## config.mk

```make
export PLATFORM = sky130hd
export DESIGN_NAME = mips_multicycle_controller
export DESIGN_NICKNAME = d
export VERILOG_FILES = /design/src/rtl/mips_multicycle_controller.sv
export SDC_FILE = /design/constraint.sdc
export NUM_CORES = 1
export LEC_CHECK = 0
export CORE_UTILIZATION = 49
export CTS_CLUSTER_DIAMETER = 120
export DETAILED_ROUTE_END_ITERATION = 7
export GPL_TIMING_DRIVEN = 0
export PLACE_DENSITY = 0.78
export RECOVER_POWER = 100
export REMOVE_ABC_BUFFERS = 1
export SLEW_MARGIN = 0
export SYNTH_ARGS = -nofsm -noshare
export SYNTH_HDL_FRONTEND = slang
export SYNTH_SLANG_ARGS = --single-unit
```

## constraint.sdc

```tcl
create_clock -name clk -period 3.1 [get_ports clk]
set_input_delay 0.93 -clock clk [delete_from_list [all_inputs] [get_ports clk]]
set_output_delay 0.93 -clock clk [all_outputs]
set_load 0.05 [all_outputs]
```

## src/rtl/mips_multicycle_controller.sv

```systemverilog
// Main control FSM for the multi-cycle MIPS core: sequences ALU, regfile, memory port, PC and IR.
// Latency: 3-5 cycles per legal instruction (lw 5; sw/R/addi 4; beq/j 3), 2 cycles for an illegal one.
// Backpressure: none; the FSM advances every cycle and the datapath must keep up.
module mips_multicycle_controller #(
    parameter int CNT_W = 32
) (
    input  logic             clk,
    input  logic             rst,
    input  logic [5:0]       opcode,
    input  logic [5:0]       funct,
    input  logic             zero,
    output logic             pc_en,
    output logic             iord,
    output logic             mem_read,
    output logic             mem_write,
    output logic             ir_write,
    output logic             reg_dst,
    output logic             mem_to_reg,
    output logic             reg_write,
    output logic             alu_src_a,
    output logic [1:0]       alu_src_b,
    output logic [2:0]       alu_op,
    output logic [1:0]       pc_src,
    output logic             instr_done,
    output logic             illegal,
    output logic [CNT_W-1:0] instr_count,
    output logic [3:0]       state
);

    typedef enum logic [3:0] {
        S_FETCH    = 4'd0,
        S_DECODE   = 4'd1,
        S_MEM_ADDR = 4'd2,
        S_MEM_RD   = 4'd3,
        S_MEM_WB   = 4'd4,
        S_MEM_WR   = 4'd5,
        S_EXEC_R   = 4'd6,
        S_R_WB     = 4'd7,
        S_BRANCH   = 4'd8,
        S_JUMP     = 4'd9,
        S_ADDI_EX  = 4'd10,
        S_ADDI_WB  = 4'd11
    } state_t;

    localparam logic [5:0] OP_RTYPE = 6'b000000;
    localparam logic [5:0] OP_LW    = 6'b100011;
    localparam logic [5:0] OP_SW    = 6'b101011;
    localparam logic [5:0] OP_BEQ   = 6'b000100;
    localparam logic [5:0] OP_J     = 6'b000010;
    localparam logic [5:0] OP_ADDI  = 6'b001000;

    localparam logic [5:0] FN_ADD = 6'b100000;
    localparam logic [5:0] FN_SUB = 6'b100010;
    localparam logic [5:0] FN_AND = 6'b100100;
    localparam logic [5:0] FN_OR  = 6'b100101;
    localparam logic [5:0] FN_SLT = 6'b101010;

    localparam logic [2:0] ALU_AND = 3'b000;
    localparam logic [2:0] ALU_OR  = 3'b001;
    localparam logic [2:0] ALU_ADD = 3'b010;
    localparam logic [2:0] ALU_SUB = 3'b011;
    localparam logic [2:0] ALU_SLT = 3'b100;

    state_t state_q, state_d;
    logic [5:0] opcode_q, funct_q;
    logic       funct_ok;

    // Raw (pre-reset-gating) strobes decoded from the state register
    logic       pc_write_r, pc_write_cond_r;
    logic       iord_r, mem_read_r, mem_write_r, ir_write_r;
    logic       reg_dst_r, mem_to_reg_r, reg_write_r, alu_src_a_r;
    logic [1:0] alu_src_b_r, pc_src_r;
    logic [2:0] alu_op_r, funct_alu;
    logic       instr_done_r, illegal_r;

    // Supported R-type function codes and their ALU mapping
    always_comb begin
        funct_ok  = 1'b1;
        funct_alu = ALU_ADD;
        case (funct_q)
            FN_ADD:  funct_alu = ALU_ADD;
            FN_SUB:  funct_alu = ALU_SUB;
            FN_AND:  funct_alu = ALU_AND;
            FN_OR:   funct_alu = ALU_OR;
            FN_SLT:  funct_alu = ALU_SLT;
            default: funct_alu = ALU_ADD;
        endcase
        case (funct)
            FN_ADD, FN_SUB, FN_AND, FN_OR, FN_SLT: funct_ok = 1'b1;
            default:                               funct_ok = 1'b0;
        endcase
    end

    // State register
    always_ff @(posedge clk) begin
        if (rst) state_q <= S_FETCH;
        else     state_q <= state_d;
    end

    // Capture the instruction fields in DECODE so later states ignore IR glitches
    always_ff @(posedge clk) begin
        if (rst) begin
            opcode_q <= '0;
            funct_q  <= '0;
        end else if (state_q == S_DECODE) begin
            opcode_q <= opcode;
            funct_q  <= funct;
        end
    end

    // Next-state and Moore strobe decode
    always_comb begin
        state_d         = S_FETCH;
        pc_write_r      = 1'b0;
        pc_write_cond_r = 1'b0;
        iord_r          = 1'b0;
        mem_read_r      = 1'b0;
        mem_write_r     = 1'b0;
        ir_write_r      = 1'b0;
        reg_dst_r       = 1'b0;
        mem_to_reg_r    = 1'b0;
        reg_write_r     = 1'b0;
        alu_src_a_r     = 1'b0;
        alu_src_b_r     = 2'b00;
        alu_op_r        = ALU_ADD;
        pc_src_r        = 2'b00;
        instr_done_r    = 1'b0;
        illegal_r       = 1'b0;
        case (state_q)
            S_FETCH: begin
                mem_read_r  = 1'b1;
                ir_write_r  = 1'b1;
                alu_src_b_r = 2'b01;
                pc_write_r  = 1'b1;
                state_d     = S_DECODE;
            end
            S_DECODE: begin
                // Branch target computed speculatively into ALUOut
                alu_src_b_r = 2'b11;
                case (opcode)
                    OP_LW, OP_SW: state_d = S_MEM_ADDR;
                    OP_BEQ:       state_d = S_BRANCH;
                    OP_J:         state_d = S_JUMP;
                    OP_ADDI:      state_d = S_ADDI_EX;
                    OP_RTYPE: begin
                        if (funct_ok) state_d = S_EXEC_R;
                        else          illegal_r = 1'b1;
                    end
                    default:      illegal_r = 1'b1;
                endcase
            end
            S_MEM_ADDR: begin
                alu_src_a_r = 1'b1;
                alu_src_b_r = 2'b10;
                state_d     = (opcode_q == OP_LW) ? S_MEM_RD : S_MEM_WR;
            end
            S_MEM_RD: begin
                mem_read_r = 1'b1;
                iord_r     = 1'b1;
                state_d    = S_MEM_WB;
            end
            S_MEM_WB: begin
                reg_write_r  = 1'b1;
                mem_to_reg_r = 1'b1;
                instr_done_r = 1'b1;
            end
            S_MEM_WR: begin
                mem_write_r  = 1'b1;
                iord_r       = 1'b1;
                instr_done_r = 1'b1;
            end
            S_EXEC_R: begin
                alu_src_a_r = 1'b1;
                alu_op_r    = funct_alu;
                state_d     = S_R_WB;
            end
            S_R_WB: begin
                reg_write_r  = 1'b1;
                reg_dst_r    = 1'b1;
                instr_done_r = 1'b1;
            end
            S_BRANCH: begin
                alu_src_a_r     = 1'b1;
                alu_op_r        = ALU_SUB;
                pc_src_r        = 2'b01;
                pc_write_cond_r = 1'b1;
                instr_done_r    = 1'b1;
            end
            S_JUMP: begin
                pc_src_r     = 2'b10;
                pc_write_r   = 1'b1;
                instr_done_r = 1'b1;
            end
            S_ADDI_EX: begin
                alu_src_a_r = 1'b1;
                alu_src_b_r = 2'b10;
                state_d     = S_ADDI_WB;
            end
            S_ADDI_WB: begin
                reg_write_r  = 1'b1;
                instr_done_r = 1'b1;
            end
            // Unused encodings recover to FETCH with every strobe low
            default: state_d = S_FETCH;
        endcase
    end

    // Reset forces every output low, including the combinational PC enable
    always_comb begin
        pc_en      = ~rst & (pc_write_r | (pc_write_cond_r & zero));
        iord       = ~rst & iord_r;
        mem_read   = ~rst & mem_read_r;
        mem_write  = ~rst & mem_write_r;
        ir_write   = ~rst & ir_write_r;
        reg_dst    = ~rst & reg_dst_r;
        mem_to_reg = ~rst & mem_to_reg_r;
        reg_write  = ~rst & reg_write_r;
        alu_src_a  = ~rst & alu_src_a_r;
        alu_src_b  = rst ? 2'b00 : alu_src_b_r;
        alu_op     = rst ? 3'b000 : alu_op_r;
        pc_src     = rst ? 2'b00 : pc_src_r;
        instr_done = ~rst & instr_done_r;
        illegal    = ~rst & illegal_r;
        state      = rst ? 4'd0 : state_q;
    end

    // Retired-instruction counter; wraps naturally, aborted instructions never reach instr_done
    always_ff @(posedge clk) begin
        if (rst)             instr_count <= '0;
        else if (instr_done) instr_count <= instr_count + 1'b1;
    end

endmodule

```

== Word-level counts from Yosys, hierarchy flattened ==
Cells that the tools add are included.

* Divide/modulo/power cells: 0
* Bitwise logic cells: 14
* $add $sub $neg: 1
* Equality and inequality tests: 26
* Reductions and logical operators: 12
* Multiply operators: 0
* Shift-type cells: 0
* Mux-type cells: 27
* Magnitude comparators: 0

{| class="wikitable"
|+ Operators with widths
! cell !! number
|-
| $eq A6 B6 Y1 const B || 12
|-
| $add A32 B1 Y32 const B || 1
|-
| $pmux W4 S6 || 1
|-
| $pmux W4 S5 || 1
|-
| $eq A4 B3 Y1 const B || 4
|-
| $eq A4 B4 Y1 const B || 4
|-
| $mux W1 || 14
|-
| $and A1 B1 Y1 || 12
|-
| $pmux W3 S4 || 1
|-
| $reduce_or A2 Y1 || 5
|-
| $reduce_or A5 Y1 || 2
|-
| $mux W3 || 3
|-
| $eq A4 B2 Y1 const B || 2
|-
| $eq A6 B2 Y1 const B || 1
|-
| $eq A6 B3 Y1 const B || 1
|-
| $eq A6 B4 Y1 const B || 1
|-
| $logic_not A6 Y1 || 1
|-
| $pmux W2 S3 || 1
|-
| $pmux W3 S2 || 1
|-
| $reduce_or A6 Y1 || 1
|-
| $eq A4 B1 Y1 const B || 1
|-
| $logic_not A4 Y1 || 1
|-
| $mux W2 || 2
|-
| $mux W4 || 1
|-
| other kinds (6) || 6
|}

* Input bits: 15
* Memories: 0
* Bits in latches: 0
* Output and inout bits: 54
* Bits in read-only memories: 0
* Logic and storage cells: 84
* Memory bits (writable): 0
* Register bits after elaboration: 48

== Depth between registers and ports, before layout ==
Gate-level depths: netlist (run 1).

* Depth in word-level cells: 7
* Depth in mapped cells: 7
* Mapped depth without buffers: 5

== Worst setup path after synthesis (run 1) ==
Ideal clock, no wire load.

* Path type: input -> output
* Start point: input port rst
* End point: output port pc_en
* Arrival: 3.715 ns
* Path buffers: 0
* Slack: -1.545 ns
* Stages: 2
* Data required time: 2.170 ns
* Path through: or2_2 > a2111oi_0

* Word-level cells in the longest chain between the ends: 2

{| class="wikitable"
|+ RTL lines
! element !! line !! text
|-
| start: declaration || 8 || <nowiki>input logic rst,</nowiki>
|-
| $not A1 Y1 || 210 || <nowiki>pc_en = ~rst & (pc_write_r | (pc_write_cond_r & zero));</nowiki>
|-
| $and A1 B1 Y1 || 210 ||
|-
| end: declaration || 12 || <nowiki>output logic pc_en,</nowiki>
|}

No other way between the ends.

== Final worst setup path (run 1) ==
* Start point: input port opcode[2]
* End point: output port illegal

* Word-level cells in the longest chain between the ends: 5
* Elaborated cells between the ends (all ways): 10
* Those cells by class: eq/ne (5); mux (2); bitwise (1); reduce/logical (2)

{| class="wikitable"
|+ RTL lines
! element !! line !! text
|-
| start: declaration || 9 || <nowiki>input logic [5:0] opcode,</nowiki>
|-
| $eq A6 B4 Y1, or another cell as far along || 140 || <nowiki>case (opcode)</nowiki>
|-
| $reduce_or A5 Y1 (no line) || -- ||
|-
| $pmux W1 S2 (*) || 140 ||
|-
| $mux W1 (*) || 129 || <nowiki>case (state_q)</nowiki>
|-
| $and A1 B1 Y1 (*) || 223 || <nowiki>illegal = ~rst & illegal_r;</nowiki>
|-
| end: declaration || 25 || <nowiki>output logic illegal,</nowiki>
|}

Mark *: on every way between the ends. The rest lies on a longest branch, timed or not.

==> results of run 1 <==
[flip-flops by register name (all words and copies together), names as in the netlist]
register and count:
instr_count 32, funct_q 6, state_q 4, opcode_q 6
[cells in the mapped netlist, types with 2 or more instances]
| library cell | count |
|---|---|
| dfxtp_1 | 48 |
| nand2_1 | 41 |
| a21oi_1 | 38 |
| nor2_1 | 26 |
| or4_1 | 19 |
| nand3_1 | 17 |
| o31ai_1 | 17 |
| clkbuf_1 | 16 |
| nor2b_1 | 12 |
| nor3_1 | 11 |
| o21ai_0 | 11 |
| or3_1 | 10 |
| inv_1 | 8 |
| nand4_1 | 8 |
| mux2_2 | 7 |
| nand2b_1 | 6 |
| buf_1 | 4 |
| nor4_1 | 4 |
| a2111oi_0 | 3 |
| nor4b_1 | 3 |
| o21a_1 | 3 |
| xnor2_1 | 3 |
| and3_1 | 2 |
| and4_1 | 2 |
| buf_2 | 2 |
| buf_6 | 2 |
| maj3_1 | 2 |
| or2_2 | 2 |
| or4_4 | 2 |
| xor2_1 | 2 |
[cell type report]
type	instances	share of cell area [%]
Multi-Input combinational cell	267	46.8
Sequential cell	48	27.7
Timing Repair Buffer	70	19.4
Tap cell	70	2.51
Clock buffer	6	2.36
Inverter	8	0.860
Clock inverter	2	0.287
[power by group through the flow]
stage / clock [mW] / combinational [mW] / sequential, mW
5_1_grt: 0.423 / 0.146 / 0.640
3_3_place_gp: 0 / 0.128 / 0.652
6_report: 0.389 / 0.134 / 0.638
2_1_floorplan: 0 / 0.0683 / 0.650
4_1_cts: 0.400 / 0.130 / 0.638
3_5_place_dp: 0 / 0.131 / 0.652
[critical path, delay by kind of cell]
kind	cells	cell delay [ps]
and+or+nand+nor	3	400
AOI/OAI and AO/OA	1	310
buffers and inverters	2	500
[kinds of logic (layout without fill, tap and decap cells)]
logic type                 count (synthesis)  count (layout)  synth area share [%]
xor gates and xnor gates                   6               6                  2.23
muxes                                      8               8                  3.30
DFF                                       48              48                  35.7
adders and majority gates                  3               3                  1.21
buffers and inverters                     33              86                  5.40
and+or+nand+nor                          172             172                  34.6
AOI/OAI and AO/OA                         78              78                  17.5
[layer usage]
metal / vias to the layer above / share of wire (%) / GRT usage, %
met5: - / 0 / 0
met4: 0 / 1.5 / 9.62
met3: 10 / 4.0 / 3.35
met2: 63 / 49 / 39.5
met1: 1275 / 46 / 30.8
li1: 1372 / - / -
[worst max-delay path by stage]
| stage | startpoint | to | slack, ps | cells after the start |
|---|---|---|---|---|
| after detailed placement | opcode[3] | illegal | -870 | 6 |
| after floorplan | rst | pc_en | -1550 | 2 |
| final | opcode[2] | illegal | 40 | 6 |
| after global routing | funct[4] | illegal | -20 | 6 |
| after CTS | opcode[5] | illegal | -160 | 6 |
| after global placement | rst | illegal | -2620 | 6 |
[timing repair]
| item | in CTS | in global routing |
|---|---|---|
| setup buffers | 0 | 1 |
| setup endpoints to repair | 22 | 14 |
| resized for setup | 54 | 28 |
| pin swaps | 0 | 3 |
| gates cloned | 0 | 0 |
[through the flow]
stage	area, sq um	cells
4_1_cts	3450	470
3_3_place_gp	3340	461
3_5_place_dp	3360	462
2_1_floorplan	2570	323
6_report	3490	471
5_1_grt	3490	471
==> metrics, run 1 <==
Synth Area per Inst 7.73 sq um; # hold bufs at CTS 0; CTS Sinks 48; Final Hold Viols 0; Leak Pwr 1.20 nW; setup ws final 37.0 ps; Die X 76.1 um; Worst-Skew Late Latency roughly 300 ps; Core ar. 0.00520 sq mm; DR DRC count 0; Startpoint Class primary input; drt first pass iters 5; Worst Tran Pin Value ~740 ps; vias in the first global route 2455; Placement Setup Slack -868 ps; PnR Total Power about 1.2 mW; Ports 69; Post-DRT Antenna Nets 0; Sequential Power Share 54.9%; Vias/cell 5.77; Max Slew Vio Count 0; post-synthesis register bit count 48; cts bufs inserted 5; CTS tree yes; hold_ws 460 ps; worst hold path type reg -> reg; hold wc startpoint opcode_q[3]; largest net degree at the start of global routing 39; GRT overflow 0; Post-synth top flop dfxtp_1; total track usage 23.7%; maximum clock path buffer count 2; CP max stage cell dlygate4sd2_1; Worst R2R Path Depth 4; unrepaired setup endpoints after global routing true; top post-synthesis cells by area dfxtp_1, a21oi_1, nand2_1; P_sw 0.306 mW; Synth top area share 35.7%; Logic pwr share 11.6%; R2R setup slack 770 ps; end of the worst hold path opcode_q[3]; DRT Wirelength 6.63 mm; row count 26; number of flops mapped to enable cells by yosys 0; H-Tree Depth 2; mapped cell area 0.00269 sq mm; Netlist cell types 47; GPL Wtd Cong 0.817; Synth Warn # 0; Rel. slew slack between 50% and 60%; TNS Setup 0 ps; post-synthesis async set-or-reset flop share 0%; reg2reg start state_q[3]; commonest non-fill, non-tap cells in the layout dfxtp_1, nand2_1, clkdlybuf4s50_1; Worst setup EP type output port; Setup CP Type in -> out; Starting DRT DRC Count 152; crit-path cells dlygate4sd2_1, nor2b_1, o311ai_2, nand2_1, nor2_1, buf_6; share of cells above drive strength 1 about 11%; Multi-input gate area ~0.0016 sq mm; die footprint 0.00579 sq mm; Routed WL per cell between 10 and 15 um; r2r endpoint instr_count[12]; Sw Ratio a little over a quarter; area leader, netlist dfxtp_1; initial core utilization 51.7%; CP peak stage delay around 320 ps; Die Ht 76.1 um; Port Buffers 68; crit path max fanout 8; maxcap violations 0; internal power 0.855 mW; area grow syn2layout 29.9%; Root Driver clkbuf_8; Post-Synthesis Cells between 300 and 400; clock network fraction of total power 33.5%; Pwr Density around 330 mW/mm^2; Worst Hold Path Cells 2; Arrival @ worst endpoint 2130 ps; Max Fclk 326 MHz; Final Setup Violations 0; Reg clk slew, reported paths approximately 90 ps; Seq/Total Area, Yosys 35.7%; # nets final 416; via count 2720; initial antenna violation count 0; required time of the critical path around 2200 ps; antenna cells 0; most common cell after layout, fill and taps aside dfxtp_1; Post-Route Skew 4.56 ps; first-pass GRT wire length 11.3 mm; Final Cycle Share 98.8%; Reg area 968 sq um; fin crit period 3060 ps; peak supply drop 0.000197 V; Fill cells 485; final core occ 67.1%; status finished clean; HPWL after DPL 4.52 mm
Power figures use the tool's default switching activity.
==> run 2, diff against run 1 <==
GPL_ROUTABILITY_DRIVEN = 0   (was unset)
TNS_END_PERCENT = 30   (was unset)
==> metrics, run 2 (synthesis gave the netlist of run 1 again) <==
global route hottest layer met2; Post-DRT Antenna Nets 0 (unchanged); DR DRC count 0 (unchanged); Reg clk slew, reported paths 90 ps (about the same); first-pass GRT wire length 11.3 mm (unchanged); Post-Route Skew 7.87 ps (+3.32 ps); Routed WL per cell 14.1 um (+0.50%); Vias/cell 5.77 (about the same); M3 GR Usage 3.35% (unchanged); Core ar. 0.00520 sq mm (unchanged); Die Ht 76.1 um (unchanged); peak supply drop 0.000203 V (+3.2%); Startpoint Class primary input; Port Buffers 68 (unchanged); commonest non-fill, non-tap cells in the layout dfxtp_1, nand2_1, clkdlybuf4s50_1; H-Tree Depth 2 (unchanged); via count 2718 (-0.074%); Ports 69 (unchanged); setup ws final 17.1 ps (-19.9 ps); Top Registers instr_count: 32 flops, funct_q: 6 flops, opcode_q: 6 flops; Crit path buffers/inverters 2 (unchanged); share of cells above drive strength 1 11.5% (unchanged); CP peak stage delay 500 ps (+180 ps); crit path max fanout 3 (-5); Leak Pwr 1.22 nW (+1.3%); unrepaired setup endpoints after global routing true; Placed Area 0.00336 sq mm (unchanged); Root Driver clkbuf_8; Setup CP Type in -> out; # nets final 416 (unchanged); Placement Setup Slack -868 ps (unchanged); Die X 76.1 um (unchanged); Fill cells 484 (-0.21%); Final Setup Violations 0 (unchanged); maximum clock path buffer count 2 (unchanged); Starting DRT DRC Count 142 (-6.6%); die footprint 0.00579 sq mm (unchanged); area grow syn2layout 30.1%; CTS Sinks 48 (unchanged); antenna cells 0 (unchanged); Reg with most FFs instr_count; Arrival @ worst endpoint 2150 ps (+20 ps); initial core utilization 51.7% (unchanged); drt first pass iters 4 (-1); Worst-Skew Late Latency 310 ps (about the same); # hold bufs at CTS 0 (unchanged); DRT Wirelength 6.66 mm (+0.50%); delay-heaviest family, CP buffers and inverters; Final Cycle Share 99.4% (+0.64 points); max reg flops 32 (unchanged); status finished clean; CP max stage cell clkdlybuf4s50_1; Pwr Density 333 mW/mm^2 (+0.19%); Worst setup EP type output port; HPWL after DPL 4.52 mm (unchanged); required time of the critical path 2170 ps (about the same); most common cell after layout, fill and taps aside dfxtp_1; Worst Tran Pin Value 748 ps (+7.80 ps); largest net degree at the start of global routing 39 (unchanged); TNS Setup 0 ps (unchanged); met2 Resource Use GR 39.5% (unchanged); CTS tree yes; Max Fclk 324 MHz (-0.64%); GRT overflow 0 (unchanged); M1 GR Usage 30.8% (unchanged); initial antenna violation count 0 (unchanged); Finished Cell Area 0.00350 sq mm (+0.11%); vias in the first global route 2455 (unchanged); crit-path cells clkdlybuf4s50_1, mux2i_1, nand4_1, nand2_1, nor2_1, buf_4; row count 26 (unchanged); worst hold path type reg -> reg; Final Hold Viols 0 (unchanged); Max Slew Vio Count 0 (unchanged); fin crit period 3080 ps (+19.9 ps); cts bufs inserted 5 (unchanged); maxcap violations 0 (unchanged); total track usage 23.7% (unchanged); Rel. slew slack 50.0% (-0.52 points)
run 2: cell count changes in the layout (fill, tap and decap cells not counted), sizes merged:
| cell | before | now |
|---|---|---|
| dlygate4sd2 | 10 | 8 |
| dlymetal6s2s | 6 | 8 |
run 2: worst min-delay path: stages, from the launching register on:
cell and delay [ps]:
dfxtp_1 320, nand2_1 50, a21oi_1 50
run 2: worst paths after layout:
| path | from | endpoint | slack, ps | cells after the start |
|---|---|---|---|---|
| worst max-delay path | funct[2] | illegal | 20 | 6 |
| worst min-delay path | opcode_q[3] | opcode_q[3] | 460 | 2 |
| worst max register to register | state_q[3] | instr_count[12] | 770 | 4 |
| worst min register to register | opcode_q[3] | opcode_q[3] | 460 | 2 |
run 2: layout make-up:
| type | instances | area (sq um) | share of cell area [%] |
|---|---|---|---|
| clock buffers | 6 | 82.6 | 2.36 |
| clock inverters | 2 | 10.0 | 0.286 |
| inverters | 8 | 30.0 | 0.859 |
| multi-input cells | 267 | 1640 | 46.8 |
| flip-flops and latches | 48 | 968 | 27.7 |
| well taps | 70 | 87.6 | 2.50 |
| repair buffers | 70 | 683 | 19.5 |
run 2: routing by layer:
layer | share of wire (%) | routed length (um) | vias to the layer above
li1 | - | - | 1372
met2 | 49 | 3280 | 70
met1 | 45 | 3010 | 1266
met4 | 1.5 | 101 | 0
met5 | 0 | 0 | -
met3 | 4.1 | 272 | 10
run 2: where the power goes:
part	internal [mW]	total, mW	switching (mW)
Combinational	0.0508	0.135	0.0840
Sequential	0.626	0.638	0.0116
Clock	0.178	0.392	0.214
run 2: metrics by stage:
stage	power, mW	cells	utilization (%)	hold slack [ps]
floorplan	0.718	323	-	425
global placement	0.780	461	64.2	441
detailed placement	0.783	462	64.5	448
CTS	1.17	470	66.3	460
global route	1.21	471	67.2	478
finish	1.17	471	67.2	458
run 2: timing repair:
action,in CTS,in global routing
pin swaps,0,2
resized for setup,52,29
endpoints found under the setup margin,22,14
buffers inserted,0,1
